`src/rtl/seq_chunk_adder_pkg.sv`:
```
// Shared definitions for the chunked add/subtract unit: FSM state encoding
// and the counter-width helper used to size the chunk index.
package seq_chunk_adder_pkg;

    typedef enum logic {
        IDLE = 1'b0,
        RUN  = 1'b1
    } state_t;

    // One spare bit so the chunk index never wraps inside an operation.
    function automatic int cnt_width(input int nch);
        return $clog2(nch) + 1;
    endfunction

endpackage

```
`src/rtl/chunk_ha_adder.sv`:
```
// Combinational CHUNK-bit ripple adder; every full-adder cell is two
// half-adders plus an OR so the carry path stays a plain AND/OR chain.
module chunk_ha_adder #(
    parameter int CHUNK = 4
) (
    input  logic [CHUNK-1:0] a,
    input  logic [CHUNK-1:0] b,
    input  logic             cin,
    output logic [CHUNK-1:0] sum,
    output logic             cout,
    output logic             carry_msb
);

    logic [CHUNK:0] carry;

    assign carry[0] = cin;

    genvar gi;
    generate
        for (gi = 0; gi < CHUNK; gi++) begin : g_fa
            logic ha1_sum;
            logic ha1_carry;
            logic ha2_carry;

            assign ha1_sum      = a[gi] ^ b[gi];
            assign ha1_carry    = a[gi] & b[gi];
            assign sum[gi]      = ha1_sum ^ carry[gi];
            assign ha2_carry    = ha1_sum & carry[gi];
            assign carry[gi+1]  = ha1_carry | ha2_carry;
        end
    endgenerate

    assign cout      = carry[CHUNK];
    // Carry into the top bit; XOR with cout gives signed overflow on the last chunk.
    assign carry_msb = carry[CHUNK-1];

endmodule

```
`src/rtl/seq_chunk_adder.sv`:
```
// Multi-cycle WIDTH-bit add/subtract: one CHUNK-bit slice per clock with the
// carry held in a register, start/done handshake toward the datapath.
module seq_chunk_adder
    import seq_chunk_adder_pkg::*;
#(
    parameter int WIDTH = 16,
    parameter int CHUNK = 4
) (
    input  logic             clk,
    input  logic             rst_n,
    input  logic             start,
    input  logic             sub,
    input  logic [WIDTH-1:0] a,
    input  logic [WIDTH-1:0] b,
    input  logic             cin,
    output logic             busy,
    output logic             done,
    output logic [WIDTH-1:0] sum,
    output logic             cout,
    output logic             ovf
);

    localparam int NCH   = (CHUNK < 1) ? 1 : WIDTH / CHUNK;
    localparam int CNT_W = cnt_width(NCH);
    localparam logic [CNT_W-1:0] LAST_CNT = CNT_W'(NCH - 1);

    generate
        if (CHUNK < 1) begin : g_bad_chunk
            $error("seq_chunk_adder: CHUNK must be at least 1");
        end else if (WIDTH % CHUNK != 0) begin : g_bad_width
            $error("seq_chunk_adder: WIDTH must be a multiple of CHUNK");
        end
    endgenerate

    state_t           state_reg, state_next;
    logic [WIDTH-1:0] a_reg, a_next;
    logic [WIDTH-1:0] b_reg, b_next;
    logic [WIDTH-1:0] acc_reg, acc_next;
    logic             carry_reg, carry_next;
    logic [CNT_W-1:0] cnt_reg, cnt_next;
    logic             busy_reg, busy_next;
    logic             done_reg, done_next;
    logic [WIDTH-1:0] sum_reg, sum_next;
    logic             cout_reg, cout_next;
    logic             ovf_reg, ovf_next;

    logic [CHUNK-1:0] chunk_sum;
    logic             chunk_cout;
    logic             chunk_carry_msb;
    logic [WIDTH-1:0] acc_shift;

    chunk_ha_adder #(
        .CHUNK (CHUNK)
    ) u_chunk (
        .a         (a_reg[CHUNK-1:0]),
        .b         (b_reg[CHUNK-1:0]),
        .cin       (carry_reg),
        .sum       (chunk_sum),
        .cout      (chunk_cout),
        .carry_msb (chunk_carry_msb)
    );

    // Chunks enter at the top and drift down, so after NCH steps the
    // first (least significant) chunk sits at bit 0.
    generate
        if (CHUNK == WIDTH) begin : g_acc_full
            assign acc_shift = chunk_sum;
        end else begin : g_acc_shift
            assign acc_shift = {chunk_sum, acc_reg[WIDTH-1:CHUNK]};
        end
    endgenerate

    always_ff @(posedge clk or negedge rst_n) begin
        if (!rst_n) begin
            state_reg <= IDLE;
            a_reg     <= '0;
            b_reg     <= '0;
            acc_reg   <= '0;
            carry_reg <= 1'b0;
            cnt_reg   <= '0;
            busy_reg  <= 1'b0;
            done_reg  <= 1'b0;
            sum_reg   <= '0;
            cout_reg  <= 1'b0;
            ovf_reg   <= 1'b0;
        end else begin
            state_reg <= state_next;
            a_reg     <= a_next;
            b_reg     <= b_next;
            acc_reg   <= acc_next;
            carry_reg <= carry_next;
            cnt_reg   <= cnt_next;
            busy_reg  <= busy_next;
            done_reg  <= done_next;
            sum_reg   <= sum_next;
            cout_reg  <= cout_next;
            ovf_reg   <= ovf_next;
        end
    end

    always_comb begin
        state_next = state_reg;
        a_next     = a_reg;
        b_next     = b_reg;
        acc_next   = acc_reg;
        carry_next = carry_reg;
        cnt_next   = cnt_reg;
        busy_next  = busy_reg;
        done_next  = 1'b0;
        sum_next   = sum_reg;
        cout_next  = cout_reg;
        ovf_next   = ovf_reg;

        case (state_reg)
            IDLE: begin
                if (start) begin
                    // Subtract is a + ~b + 1; cin is deliberately ignored.
                    a_next     = a;
                    b_next     = b ^ {WIDTH{sub}};
                    carry_next = sub ? 1'b1 : cin;
                    cnt_next   = '0;
                    busy_next  = 1'b1;
                    state_next = RUN;
                end
            end
            RUN: begin
                acc_next   = acc_shift;
                a_next     = a_reg >> CHUNK;
                b_next     = b_reg >> CHUNK;
                carry_next = chunk_cout;
                cnt_next   = cnt_reg + CNT_W'(1);
                if (cnt_reg == LAST_CNT) begin
                    state_next = IDLE;
                    busy_next  = 1'b0;
                    done_next  = 1'b1;
                    sum_next   = acc_shift;
                    cout_next  = chunk_cout;
                    ovf_next   = chunk_cout ^ chunk_carry_msb;
                end
            end
            default: begin
                state_next = IDLE;
            end
        endcase
    end

    assign busy = busy_reg;
    assign done = done_reg;
    assign sum  = sum_reg;
    assign cout = cout_reg;
    assign ovf  = ovf_reg;

endmodule

```
`config.mk`:
```
export PLATFORM = sky130hd
export DESIGN_NAME = seq_chunk_adder
export DESIGN_NICKNAME = d
export VERILOG_FILES = /design/src/rtl/seq_chunk_adder_pkg.sv /design/src/rtl/chunk_ha_adder.sv /design/src/rtl/seq_chunk_adder.sv
export SDC_FILE = /design/constraint.sdc
export NUM_CORES = 1
export LEC_CHECK = 0
export ABC_AREA = 0
export CORE_MARGIN = 2
export CORE_UTILIZATION = 52
export DETAILED_ROUTE_END_ITERATION = 10
export PLACE_DENSITY = 0.86
export SLEW_MARGIN = 40
export SYNTH_ARGS = -nofsm -noshare
export SYNTH_HDL_FRONTEND = slang
export SYNTH_SLANG_ARGS = --single-unit
```
`constraint.sdc`:
```
create_clock -name clk -period 2.51 [get_ports clk]
set_clock_uncertainty 0.1 [all_clocks]
set_input_delay 0.251 -clock clk [delete_from_list [all_inputs] [get_ports clk]]
set_output_delay 0.251 -clock clk [all_outputs]
set_load 0.03 [all_outputs]
```
==> flow_summary.ini <==
[drt]
wl_per_cell_um = 14.3
drc_errors = 0
via_per_inst = 5.12
ant_nets = 0
totalWireLength_um = 5600
drt_iter0_markers = 96
vias = 2002
dr.pass1.iters = 4

[pwr]
cellPowerDensity_nw_per_um2 = 1090
ir_worst_vdd_uv = 709
p_sw_share_pct = 34.7
comb_power_share_pct = 39.0
internal_power_mw = 2.84
power.leakage_nw = 1.83
clockPowerShare_pct = 18.7
p_seq_share_pct = 42.4
power_switching_mw = 1.51

[synthesis]
synth.distinct_cells = 33
ys.flop_type = dfrtp_1
synthArstFlopShare_pct = 100
syn_inst = 252
synth-seq-area-share_pct = 54.2
synth_edf_count = 0
avgSynthCellArea_um2 = 12.7
yosys_warnings = 0
synth_area_um2 = 3190
syn_nets = 295
synth_seq_cells = 69

[cts]
clock-sinks = 69
cts_buffer_depth = 2
tritoncts = built
clock_latency_ps = 330
numCtsBuffers = 9
h-tree-depth = 3
cts_root_buffer = clkbuf_8
clk_pin_slew_ps = 70

[floorplanning]
coreArea_um2 = 5920
die_y_um = 82.3
rows = 28
ios = 57
start_util_pct = 53.8
die_w_um = 82.3
die_area_um2 = 6770

[global_route]
grt_antenna_before_repair = 0
overflow = 0
grt_util_all_layers_pct = 18.7
top_usage_layer = met2
grt_use_met1_pct = 24.1
grt_pass1_vias = 2007
use_met2_pct = 30.9
met3_usage_pct = 5.33
grt_pass1_wl_um = 9360
grt_start_max_net_pins = 70

[setup_path]
critPathLaunch = a_reg[0]$_DFFE_PN0P_
endpoint_kind = flop
worst_setup_path_start_kind = flop
cp_max_fo = 2
worstReg2RegStart = a_reg[0]$_DFFE_PN0P_
crit_arrival_ps = 2510
worstPathRequired_ps = 2650
crit_type = flop to flop

[placed_design]
port-buffer-count = 56
dp_hpwl_um = 3970
globalplace.congestion = 0.822

[sta]
fin_tns_setup_ps = 0
rsz0062_at_grt = false
clock.fmax_mhz = 423
period_minus_slack_ps = 2370
slew_viol_final = 0
fin_crit_sh_pct = 94.3
slew_headroom_pct = 52.8
setup_viol = 0
tightest_slew_ps = 706
whs_ps = 364
hold_violations = 0

[layout]
nFillCells = 461
final_common_cell = dfrtp_1
drive_above_1_share_pct = 18.4
final_cell_mix = 68 x dfrtp_1, 55 x clkdlybuf4s50_1, 20 x nand2_1
final_nets = 355
num_antenna_cells = 0
syn2layout_area_growth_pct = 24.6

[hold_path]
hp-class = input port to asynchronous set/reset pin

[status]
outcome = finished, final reports clean

[run]
max_cap_violations = 0
## worst paths after layout
kind,to,slack [ps],depth (start not counted)
worst max-delay path,acc_reg[15]$_DFFE_PN0P_,140,8
worst min-delay path,done$_DFF_PN0_,360,3
worst max register to register,acc_reg[15]$_DFFE_PN0P_,140,8
worst min register to register,b_reg[8]$_DFFE_PN0P_,390,2
max in group asynchronous,a_reg[15]$_DFFE_PN0P_,1640,3
min in group clk,b_reg[8]$_DFFE_PN0P_,390,2
## synth_stat cells, types with 3 or more instances
library cell	number	share of area, %
xnor2_1	13	3.6
and2_0	4	0.78
buf_2	6	0.94
nor2_1	10	1.2
or3b_1	6	1.6
dfrtp_1	69	54
o211ai_2	5	2.0
a211oi_1	4	0.94
o21ai_0	15	2.4
xor2_1	4	1.1
o211ai_1	3	0.71
buf_4	3	0.71
nand2b_1	3	0.59
buf_6	5	1.8
inv_1	14	1.6
nand2_1	20	2.4
a221o_1	4	1.3
mux2_2	19	6.7
or3b_2	3	0.82
fa_1	4	2.5
mux2i_1	19	6.0
mux2_4	6	2.8
## power groups by stage
| stage | combinational [mW] | clock [mW] | sequential (mW) |
|---|---|---|---|
| finish | 1.69 | 0.811 | 1.84 |
| global route | 1.85 | 0.882 | 1.90 |
| CTS | 1.72 | 0.827 | 1.85 |
| detailed placement | 1.71 | 0 | 1.86 |
| global placement | 1.63 | 0 | 1.84 |
| floorplan | 1.02 | 0 | 2.00 |
## layer usage
metal | vias to the layer above | share of wire (%)
li1 | 980 | -
met1 | 968 | 44
met2 | 48 | 50
met3 | 6 | 4.9
met4 | 0 | 0.98
met5 | - | 0
## timing repair
item,4_1_cts,5_1_grt
hold buffers,1,0
endpoints found under the hold margin,69,0
resized for setup,0,1
buffers inserted,0,0
endpoints found under the setup margin,0,1
## area by class of cell
| class | instances | area [um2] | share of cell area, % |
|---|---|---|---|
| timing repair buffer | 65 | 638 | 16.1 |
| inverter | 14 | 52.6 | 1.32 |
| clock buffer | 14 | 173 | 4.35 |
| sequential | 69 | 1730 | 43.5 |
| tap | 75 | 93.8 | 2.36 |
| clock inverter | 1 | 5.00 | 0.126 |
| multi-input combinational | 153 | 1280 | 32.3 |
## cell families (layout without fill, tap and decap cells)
group | after synthesis | in the layout | share of synthesized area [%]
compound gates | 37 | 37 | 8.56
mux | 44 | 44 | 15.5
simple gates | 49 | 49 | 8.16
flops | 69 | 69 | 54.2
xor+xnor | 17 | 17 | 4.67
buf+inv | 30 | 94 | 5.65
fa+ha+maj | 6 | 6 | 3.30
## worst max-delay path: stages, from the launching register on
cell     delay (ps)
dfrtp_1         380
inv_1            80
fa_1            170
inv_1            50
fa_1            380
fa_1            410
inv_1            90
fa_2            430
o21ai_0         180
## per-stage QoR
stage	setup slack, ps	cells	util (%)	power (mW)	cell area, um2
2_1_floorplan	258	252	-	3.02	3190
3_5_place_dp	135	375	63.9	3.57	3780
5_1_grt	40.7	391	67.1	4.64	3970
3_3_place_gp	201	375	63.9	3.48	3780
4_1_cts	125	391	67.1	4.39	3970
6_report	143	391	67.1	4.34	3970
Note: power is estimated with default switching activity, not from simulation.
==> patch, RTL diff (same settings) <==
Make the reset (`rst_n`) synchronous in one clocked block.
--- a/src/rtl/seq_chunk_adder.sv
+++ b/src/rtl/seq_chunk_adder.sv
@@ -71,5 +71,5 @@
     endgenerate
 
-    always_ff @(posedge clk or negedge rst_n) begin
+    always_ff @(posedge clk) begin
         if (!rst_n) begin
             state_reg <= IDLE;
Behaviour: differs if rst_n is asserted again (counterexample within 4 cycles, from zero or initial values and one cycle with rst_n low); with rst_n held inactive, the same outputs for 10 cycles.
==> patch against the original RTL <==
Sequential cell count unchanged; via count grew 6.9%; area after synthesis decreased by 8.9%; wire length down 4.0%; design area fell by 8.2%; worst setup slack better by 0.066 ns; non-clock buffer count fell by 2; count of clock-buffer cells in the layout is the same; core utilization barely moved; global-route usage rose by 0.56 points; highest routed layer unchanged.
Power is not compared: it rests on default switching activity, and its combinational part moved more than twofold at a synthesized area within 25%.
==> patch: results (changes against the original RTL) <==
* Hold Path Cell Cnt at 1
* Syn_area_per_cell at 10.5 µm² (-17%)
* Main synth FF type: dfxtp_1
* Unique cell type count in the Yosys netlist at 29 (-12%)
* Fraction of area in multi-input gates at 36.5% (+4.2 points)
* Largest family of logic cells by synthesized area: compound AO/OA/AOI/OAI gates
* Sequential fraction of the synthesis area at 47.5% (-6.6 points)
* Comb_multi_in at 174 (+14%)
* Via count of the first global-routing pass at 2,036 (+1.4%)
* All-Layer GR Usage at 19.3% (+0.56 points)
* Class of the worst hold path: register to register
* Vias at 2,141 (+6.9%)
* Clock-cell share of area at 4.87% (+0.40 points)
* Synth Area in Adders at 3.62% (+0.32 points)
* Met3 Track Usage GR at 4.09% (-1.2 points)
* Wire length on met2 at 2.66 mm (-4.5%)
* Post-synthesis mux area share at 8.96% (-6.5 points)
* Ratio of cells with drive above 1 in the final layout at 7.53% (-11 points)
* Met3 Wirelength at 217 µm (-20%)
* Non-filler cells, final at 404 (+3.3%)
* Worst path slowest cell: fa_1
* GR Layer Usage met2 at 31.1% (+0.22 points)
* Buffer share of cell area at 17.1% (+1.1 points)
* Initial antenna violation count at 0 (unchanged)
* GP Congestion at 0.801 (-2.6%)
* Cell count after placement at 389 (+3.7%)
* Fillers at 449 (-2.6%)
* TritonRoute pass-1 iters at 6 (+2)
* M1 WL at 2.36 mm (-5.4%)
* Least-Margin Pin Slew at 0.496 ns (-0.210 ns)
* Post-synthesis compound-gate area fraction at 15.3% (+6.7 points)
* Seq area share at 37.9% (-5.6 points)
* Worst setup path end: acc_reg[15]
* First-pass GRT wire length at 9.23 mm (-1.4%)
* Met1 usage at 23.3% (-0.80 points)
* Dominant cells by area after synthesis: dfxtp_1, mux2i_1, xnor2_1, a211oi_1, a22o_1
* R2R setup slack at 0.21 ns (+0.07 ns)
* HPWL Detailed at 3.79 mm (-4.6%)
* Top delay family on crit path: adder cells
* Asr flop ratio synth at 0% (-100 points)
* Top cells by count, synth: dfxtp_1, mux2i_1, nor2_1
* Synth Area in XOR/XNOR at 5.12% (+0.45 points)
* CP startpoint: b_reg[0]
* Seq_cells at 69 (unchanged)
* Outcome: finished, final reports clean
* Invs w/o clock at 11 (-3)
* Syn_nets at 321 (+8.8%)
* Iter 0 DRT Violations at 41 (-57%)
* Nets at 371 (+4.5%)
[patch: changes by cell type after synthesis, sizes merged, moves of 13 or more]
cell	change
nand2	-19
dfxtp	+69
dfrtp	-69
o21ai	-15
mux2	-25
nand2b	+13
a22o	+14
nand3	+13
a211oi	+14
[patch: power groups by stage]
stage	Sequential [mW]	Clock, mW	Combinational, mW
finish	1.19	0.807	0.281
global route	1.20	0.870	0.312
CTS	1.19	0.828	0.283
detailed placement	1.21	0	0.282
global placement	1.21	0	0.276
floorplan	1.20	0	0.198
[patch: through the flow]
step | hold slack, ns | utilization [%] | instance area [µm²] | setup slack [ns] | total power, mW
final | 0.376 | 67.1 | 3650 | 0.209 | 2.28
after global routing | 0.389 | 67.1 | 3650 | 0.0832 | 2.38
after CTS | 0.378 | 67.1 | 3650 | 0.187 | 2.30
after detailed placement | 0.356 | 63.8 | 3470 | 0.202 | 1.50
after global placement | 0.353 | 63.8 | 3470 | 0.260 | 1.49
after floorplan | 0.298 | - | 2910 | 0.306 | 1.40
